**src/rtl/keypad_encoder_fifo.sv**
```systemverilog
// Debounced one-hot keypad encoder feeding a small ready/valid code FIFO.
// Rejects multi-key chords, debounces releases and flags presses dropped on a full queue.
module keypad_encoder_fifo #(
   parameter int NUM_KEYS        = 10,
   parameter int CODE_W          = 4,
   parameter int DEBOUNCE_CYCLES = 4,
   parameter int FIFO_DEPTH      = 4
) (
   input  logic                        clk,
   input  logic                        resetn,
   input  logic                        enablen,
   input  logic [NUM_KEYS-1:0]         key,
   input  logic                        rd_ready,
   output logic [CODE_W-1:0]           rd_code,
   output logic                        rd_valid,
   output logic [$clog2(FIFO_DEPTH):0] fifo_count,
   output logic                        press_pulse,
   output logic                        multi_key,
   output logic                        overflow,
   output logic                        key_held
);
   localparam int AW = $clog2(FIFO_DEPTH);
   localparam int CW = $clog2(DEBOUNCE_CYCLES + 1);
   localparam logic [CW-1:0] CNT_ZERO   = {CW{1'b0}};
   localparam logic [CW-1:0] CNT_ONE    = CW'(1);
   localparam logic [CW-1:0] CNT_DONE   = CW'(DEBOUNCE_CYCLES);
   localparam logic [AW:0]   FULL_COUNT = (AW + 1)'(FIFO_DEPTH);
   localparam logic [NUM_KEYS-1:0] NO_KEY = {NUM_KEYS{1'b0}};

   typedef enum logic [1:0] {
      IDLE     = 2'd0,
      DEBOUNCE = 2'd1,
      HELD     = 2'd2,
      RELEASE  = 2'd3
   } state_t;

   // More than one bit set in the captured key vector.
   function automatic logic multi_hot(input logic [NUM_KEYS-1:0] v);
      logic seen;
      logic multi;
      seen  = 1'b0;
      multi = 1'b0;
      for (int i = 0; i < NUM_KEYS; i++) begin
         multi = multi | (seen & v[i]);
         seen  = seen | v[i];
      end
      return multi;
   endfunction

   function automatic logic [CODE_W-1:0] encode(input logic [NUM_KEYS-1:0] v);
      logic [CODE_W-1:0] code;
      code = {CODE_W{1'b0}};
      for (int i = 0; i < NUM_KEYS; i++) begin
         code = code | (v[i] ? CODE_W'(i) : {CODE_W{1'b0}});
      end
      return code;
   endfunction

   logic [NUM_KEYS-1:0] key_meta_r;
   logic [NUM_KEYS-1:0] ks_r;
   state_t              state_r;
   state_t              state_s;
   logic [CW-1:0]       cnt_r;
   logic [CW-1:0]       cnt_s;
   logic [NUM_KEYS-1:0] cap_r;
   logic [NUM_KEYS-1:0] cap_s;
   logic                accept_s;
   logic                is_multi_s;
   logic                full_s;
   logic                pop_s;
   logic                push_s;
   logic                drop_s;
   logic [CODE_W-1:0]   mem_r [FIFO_DEPTH];
   logic [AW-1:0]       wptr_r;
   logic [AW-1:0]       rptr_r;
   logic [AW:0]         count_r;
   logic                press_pulse_r;
   logic                multi_key_r;
   logic                overflow_r;
   logic                key_held_r;

   // Two-flop synchroniser for the asynchronous key levels.
   always_ff @(posedge clk) begin
      if (!resetn) begin
         key_meta_r <= NO_KEY;
         ks_r       <= NO_KEY;
      end else begin
         key_meta_r <= key;
         ks_r       <= key_meta_r;
      end
   end

   // Press/release debounce state register.
   always_ff @(posedge clk) begin
      if (!resetn) begin
         state_r <= IDLE;
         cnt_r   <= CNT_ZERO;
         cap_r   <= NO_KEY;
      end else begin
         state_r <= state_s;
         cnt_r   <= cnt_s;
         cap_r   <= cap_s;
      end
   end

   // Next-state logic; cnt counts identical samples including the first one.
   always_comb begin
      state_s  = state_r;
      cnt_s    = cnt_r;
      cap_s    = cap_r;
      accept_s = 1'b0;
      case (state_r)
         IDLE: begin
            if ((ks_r != NO_KEY) && !enablen) begin
               cap_s   = ks_r;
               cnt_s   = CNT_ONE;
               state_s = DEBOUNCE;
            end else begin
               state_s = IDLE;
            end
         end
         DEBOUNCE: begin
            if (enablen || (ks_r == NO_KEY)) begin
               cnt_s   = CNT_ZERO;
               state_s = IDLE;
            end else if (ks_r != cap_r) begin
               cap_s = ks_r;
               cnt_s = CNT_ONE;
            end else if ((cnt_r + CNT_ONE) == CNT_DONE) begin
               cnt_s    = CNT_DONE;
               accept_s = 1'b1;
               state_s  = HELD;
            end else begin
               cnt_s = cnt_r + CNT_ONE;
            end
         end
         HELD: begin
            if (ks_r == NO_KEY) begin
               cnt_s   = CNT_ONE;
               state_s = RELEASE;
            end else begin
               state_s = HELD;
            end
         end
         RELEASE: begin
            if (ks_r != NO_KEY) begin
               state_s = HELD;
            end else if ((cnt_r + CNT_ONE) == CNT_DONE) begin
               cnt_s   = CNT_ZERO;
               state_s = IDLE;
            end else begin
               cnt_s = cnt_r + CNT_ONE;
            end
         end
         default: begin
            cnt_s   = CNT_ZERO;
            state_s = IDLE;
         end
      endcase
   end

   // A same-cycle pop frees the slot a push into a full queue needs.
   assign is_multi_s = multi_hot(cap_r);
   assign full_s     = (count_r == FULL_COUNT);
   assign pop_s      = rd_valid & rd_ready;
   assign push_s     = accept_s & ~is_multi_s & (~full_s | pop_s);
   assign drop_s     = accept_s & ~is_multi_s & full_s & ~pop_s;

   // Circular code buffer with free-running wrap-around pointers.
   always_ff @(posedge clk) begin
      if (!resetn) begin
         wptr_r  <= {AW{1'b0}};
         rptr_r  <= {AW{1'b0}};
         count_r <= {(AW + 1){1'b0}};
         for (int i = 0; i < FIFO_DEPTH; i++) begin
            mem_r[i] <= {CODE_W{1'b0}};
         end
      end else begin
         if (push_s) begin
            mem_r[wptr_r] <= encode(cap_r);
            wptr_r        <= wptr_r + AW'(1);
         end
         if (pop_s) begin
            rptr_r <= rptr_r + AW'(1);
         end
         case ({push_s, pop_s})
            2'b10:   count_r <= count_r + (AW + 1)'(1);
            2'b01:   count_r <= count_r - (AW + 1)'(1);
            default: count_r <= count_r;
         endcase
      end
   end

   // Registered status pulses and flags.
   always_ff @(posedge clk) begin
      if (!resetn) begin
         press_pulse_r <= 1'b0;
         multi_key_r   <= 1'b0;
         overflow_r    <= 1'b0;
         key_held_r    <= 1'b0;
      end else begin
         press_pulse_r <= push_s;
         multi_key_r   <= accept_s & is_multi_s;
         overflow_r    <= overflow_r | drop_s;
         key_held_r    <= (state_s == HELD);
      end
   end

   assign rd_valid    = (count_r != {(AW + 1){1'b0}});
   assign rd_code     = rd_valid ? mem_r[rptr_r] : {CODE_W{1'b0}};
   assign fifo_count  = count_r;
   assign press_pulse = press_pulse_r;
   assign multi_key   = multi_key_r;
   assign overflow    = overflow_r;
   assign key_held    = key_held_r;

endmodule
```
**config.mk**
```make
export PLATFORM = sky130hd
export DESIGN_NAME = keypad_encoder_fifo
export DESIGN_NICKNAME = d
export VERILOG_FILES = /design/src/rtl/keypad_encoder_fifo.sv
export SDC_FILE = /design/constraint.sdc
export NUM_CORES = 1
export LEC_CHECK = 0
export CAP_MARGIN = 10
export CORE_MARGIN = 2
export CORE_UTILIZATION = 50
export CTS_BUF_LIST = sky130_fd_sc_hd__clkbuf_8 sky130_fd_sc_hd__clkbuf_16
export CTS_CLUSTER_SIZE = 8
export DETAILED_ROUTE_END_ITERATION = 10
export PLACE_DENSITY = 0.74
export SLEW_MARGIN = 20
export SYNTH_ARGS = -nofsm -noshare
export SYNTH_HDL_FRONTEND = slang
export SYNTH_SLANG_ARGS = --single-unit
```
**constraint.sdc**
```tcl
create_clock -name clk -period 2.38 [get_ports clk]
set_input_delay 0.238 -clock clk [delete_from_list [all_inputs] [get_ports clk]]
set_output_delay 0.238 -clock clk [all_outputs]
set_load 0.01 [all_outputs]
```
After elaboration in Yosys (flattened, before gate mapping). Memories as Yosys holds them, arrays and structs flattened. A register that Yosys moved wholly into a read port is not among the register bits. Cells that the tools add are included.

Register bits: 46. Memory bits (writable): 16. Bits of input ports: 14. Output and inout bits: 12. Word-level logic and storage cells: 132. Memories kept: 1.

Add/subtract/negate cells: 5. Eq/ne operators: 14. Mux-type cells: 44. Bitwise logic cells: 44. Reductions and logical operators: 12.

Memories: mem_r (depth 4, bits a word 4, read ports 1, clocked after memory_dff 1, write ports 4, RTL line 73) `logic [CODE_W-1:0] mem_r [FIFO_DEPTH];`.

Operators by type and width (count): two-way mux 3 bit (11); two-way mux 10 bit (3); two-way mux 2 bit (10); case mux 10 bit (2 select lines) (1); bitwise OR 1 bit (18); two-way mux 4 bit (4); bitwise AND 1 bit (15); two-way mux 1 bit (12); case mux 3 bit (4 select lines) (1); logical NOT 10 bit (1); != test 10 bit (1); != test 2 bit (second input constant) (5); nonzero test 10 bit (1); bitwise OR 3 bit (3); == test 2 bit (second input constant) (4); case mux 2 bit (4 select lines) (1); adder 3 x 1 -> 3 bit (second input constant) (2); == test 3 bit (second input constant) (2); case mux 3 bit (2 select lines) (1); adder 2 x 1 -> 2 bit (second input constant) (2); == test 2 x 1 -> 1 bit (second input constant) (2); bitwise OR 3 x 4 -> 4 bit (1); bitwise OR 4 bit (1); AND reduction 4 bit (1); other kinds (13) (16).

Depth between registers and ports, before layout.
Depth in word-level cells: 18. Mapped depth: 10. Mapped depth without buffers: 10.

Worst setup path before layout. OpenSTA, ideal clock, no wires.

Kind: register to register. From: register ks_r[6]. To: register count_r[2] (netlist: fifo_count[2]). Setup time: 0.072 ns. Arrival: 2.336 ns. Data required time: 2.308 ns. Setup slack: -0.027 ns. Stages on the path, launching flop included: 11. Path buffers: 1. Clock period less this slack: 2.407 ns. Cell sequence: dfxtp_1 nor4_1 a31oi_1 nand2b_1 buf_2 nor4_4 nand2b_1 fa_1 or3_1 mux2i_1 mux2i_1.

Word-level cells in the longest chain between the ends: 8. Elaborated cells between the ends (all ways): 12. Those cells by class: 3 x eq/ne; 4 x mux; 2 x bitwise; 3 x reduce/logical.

RTL lines: start, declared (RTL line 60) `logic [NUM_KEYS-1:0] ks_r;`; start signal, assigned (RTL line 89) `ks_r <= key_meta_r;`; != test 10 bit or logical NOT 10 bit (tied branches) (RTL line 126, 123); two-way mux 1 bit or logical OR 1 bit (tied branches) (RTL line 126, 123); two-way mux 1 bit * (RTL line 123) `if (enablen || (ks_r == NO_KEY)) begin`; two-way mux 1 bit * (RTL line 112) `case (state_r)`; bitwise AND 1 bit * (2 in series) (RTL line 166) `assign push_s = accept_s & ~is_multi_s & (~full_s | pop_s);`; == test 2 x 1 -> 1 bit or == test 2 bit (tied branches) (RTL line 186) `case ({push_s, pop_s})`; case mux 3 bit (2 select lines) or nonzero test 2 bit (tied branches); end signal, assigned (RTL line 187) `2'b10: count_r <= count_r + (AW + 1)'(1);`; end signal, assigned (RTL line 188) `2'b01: count_r <= count_r - (AW + 1)'(1);`; end signal, assigned (RTL line 189) `default: count_r <= count_r;`; end, declared (RTL line 76) `logic [AW:0] count_r;`.

Every way passes the cells marked *; elsewhere a longest branch is shown, timed or not. A chain may end at the register's enable or synchronous reset.

Worst setup path after layout.
From: register cnt_r[0]. To: register count_r[2] (netlist: fifo_count[2]).

Word-level cells in the longest chain between the ends: 10. Elaborated cells between the ends (all ways): 12. Those cells by class: 1 x add/sub; 3 x eq/ne; 5 x mux; 2 x bitwise; 1 x reduce/logical.

RTL lines: start, declared (RTL line 63) `logic [CW-1:0] cnt_r;`; start signal, assigned (RTL line 101) `cnt_r <= cnt_s;`; adder 3 x 1 -> 3 bit * (RTL line 129) `end else if ((cnt_r + CNT_ONE) == CNT_DONE) begin`; == test 3 bit * (RTL line 129); two-way mux 1 bit * (RTL line 129); two-way mux 1 bit * (RTL line 126) `end else if (ks_r != cap_r) begin`; two-way mux 1 bit * (RTL line 123); two-way mux 1 bit * (RTL line 112); bitwise AND 1 bit * (2 in series) (RTL line 166); == test 2 x 1 -> 1 bit or == test 2 bit (tied branches) (RTL line 186); case mux 3 bit (2 select lines) or nonzero test 2 bit (tied branches).

Marked as above.

==> results.toml <==
[floorplan]
std_cell_rows = 27
core-area_sq_um = 5540
die_h_um = 80.02
initial_utilization_pct = 52.15
io_pins = 26
die_width_um = 80.02
fp.dieArea_sq_um = 6402

[yosys]
async_flop_share_pct = 0
syn_avg_cell_area_sq_um = 10.66
syn_area_sq_um = 2889
yosysSeqAreaShare_pct = 49.89
synth.area.top_cells = "dfxtp_1 (33%), edfxtp_1 (17%), and2_1 (6.3%)"
synth_ff_type = "dfxtp_1"
synth_top_area_cell = "dfxtp_1"
synth_nets = 288
synth_edf_count = 16
synth_top_cell_area_share_pct = 33.26
synth_cell_types = 46
syn_inst = 271
ys_warn_count = 0
ys_ff_latch = 64

[timing]
max_freq_ghz = 0.4337
fin_crit_sh_pct = 96.88
rsz0062_at_grt = "true"
relSlewSlack_pct = 70.00
hold_violations = 0
fin_crit_ns = 2.306
setup_viol = 0
whs_ns = 0.4323
clock-skew-final_ns = 0.01175
maxSlewViolCount = 0
worst_slew_pin_slew_ns = 0.4499

[finish]
final_core_util_pct = 66.60
diodes = 0
synthToLayoutAreaGrowth_pct = 27.72
final_layout_size_suffix_gt1_share_pct = 24.92
fin_nets = 337

[setup_path]
cp.arrival_ns = 2.58
required_ns = 2.66
crit_chain = "ha_4 > xor2_2 > and3_1 > nand4_1 > nor4_4 > nand2b_4 > fa_2 > or3_1 > mux2i_1 > mux2i_1"
worst_path_most_repeated_cell = "mux2i_1"
crit_path_max_fanout = 4
cp-end-kind = "flop"
worstSetupStartpointType = "flop"
critPathSlowestCell = "dfxtp_4"
critical_path_class = "reg2reg"
cpPeakStageDelay_ns = 0.36

[route]
vias = 2068
wl_mm = 5.534
firstDrtPassIters = 4
viasPerCell = 5.209
post-route-drc-count = 0
ant_nets = 0
dr.first_iter.drc_count = 101
wire_per_inst_um = 13.94

[outcome]
outcome = "complete, no violations"

[place]
place_congestion = 0.7977
port-buffer-count = 25
post-dp-hpwl_mm = 3.773

[cts]
cts_tree = "yes"
cts_hold_buf = 0
clockBufferDepth = 2
cts_root_buf = "clkbuf_8"
clk_latency_ns = 0.35
numCtsBuffers = 9
cts-htree-levels = 3
numClockSinks = 64
cts.clk_slew.worst_paths_ns = 0.07

[grt]
grt_use_total_pct = 19.00
grt_pass1_wl_mm = 9.101
antenna_found_initial = 0
grt-ovfl-total = 0
grt_max_degree = 59
grt_pass1_vias = 2016

[worst_hold_path]
hp-class = "reg2reg"

[power]
leakage_nw = 1.459
powerDensity_nw_per_um2 = 707.7
ir_drop_mv = 0.4870

[run]
drv_cap = 0
-- power breakdown --
part           switching, mW  total, mW  internal (mW)
registers             0.0600       1.23           1.17
clock network          0.445      0.918          0.473
logic                  0.205      0.465          0.260
-- metal layers --
metal	up-vias	GRT usage, %	wire [um]
li1	1052	-	-
met1	971	21.97	2407
met2	36	32.25	2840
met3	9	6.335	197
met4	0	7.627	89
met5	-	0	0
-- final timing paths --
path	start	end	slack [ns]	cells after the start
worst max-delay path	cnt_r[0]	fifo_count[2]	0.07	10
worst max register to register	cnt_r[0]	fifo_count[2]	0.07	10
worst min-delay path	key_meta_r[8]	ks_r[8]	0.43	1
worst min register to register	key_meta_r[8]	ks_r[8]	0.43	1
-- cells in the final DEF (no fill, tap or decap), types with 12 or more instances in the layout --
cell / instances
and2_1: 29
buf_4: 22
clkdlybuf4s50_1: 25
dfxtp_1: 32
dfxtp_2: 13
edfxtp_1: 16
mux2i_1: 16
nand2_1: 18
nor2_1: 22
nor2b_1: 12
-- sequential cells by signal (all words and copies together), names as in the netlist, named ones only --
| signal | count |
|---|---|
| cap_r | 10 |
| cnt_r | 3 |
| fifo_count | 3 |
| key_held | 1 |
| key_meta_r | 10 |
| ks_r | 10 |
| mem_r | 16 |
| multi_key | 1 |
| overflow | 1 |
| press_pulse | 1 |
| rptr_r | 2 |
| state_r | 2 |
| wptr_r | 2 |
-- final cells by class --
cell class                      instances  area, sq um
Fill cell                             445         1851
Sequential cell                        64         1469
Multi-Input combinational cell        188         1446
Timing Repair Buffer                   50        457.9
Clock buffer                           11        162.7
Tap cell                               72        90.09
Clock inverter                          5        37.54
Inverter                                7        26.28
-- metrics by stage --
step                      setup TNS (ns)  power, mW  instances  setup slack [ns]  area (sq um)
after floorplan                        0      1.518        271           0.01861          2904
after global placement                 0      1.681        375           0.01123          3344
after detailed placement        -0.07917      1.695        375          -0.03006          3344
after CTS                              0      2.599        392           0.02584          3557
after global routing            -0.08332      2.730        397          -0.04441          3690
final                                  0      2.611        397           0.07435          3690
-- synthesized netlist by cell type (3+ instances only) --
cell type	instances
dfxtp_1	48
and2_1	29
nor2_1	22
nand2_1	18
edfxtp_1	16
mux2i_1	16
nor2b_1	12
xor2_1	12
o21ai_0	11
clkbuf_1	9
inv_1	7
nor3_1	7
nand2b_1	5
nand3_1	5
nor4_4	5
mux4_2	4
nand4_1	4
a21boi_0	3
nor4_1	3
-- critical path, delay by kind of cell (launching register included) --
family                     cells  cell delay [ns]
and+or+nand+nor                5             0.90
xor gates and xnor gates       1             0.14
adders and majority gates      2             0.50
muxes                          2             0.36
DFF                            1             0.36
-- cell families (layout without fill, tap and decap cells) --
kind of cell | Yosys count | in the layout | synth area share, %
adders and majority gates | 3 | 3 | 1.559
and+or+nand+nor | 123 | 123 | 26.50
AOI/OAI and AO/OA | 29 | 29 | 6.626
DFF | 64 | 64 | 49.89
xor gates and xnor gates | 13 | 13 | 3.941
muxes | 20 | 20 | 8.662
buffers and inverters | 19 | 73 | 2.815
-- timing repair --
| action | CTS | global route |
|---|---|---|
| setup endpoints to repair | 5 | 20 |
| pin swaps | 1 | 8 |
| gates resized for setup | 3 | 28 |
| buffers inserted | 1 | 5 |
| hold endpoints to repair | 0 | 0 |
(Power assumes the default switching activity.)
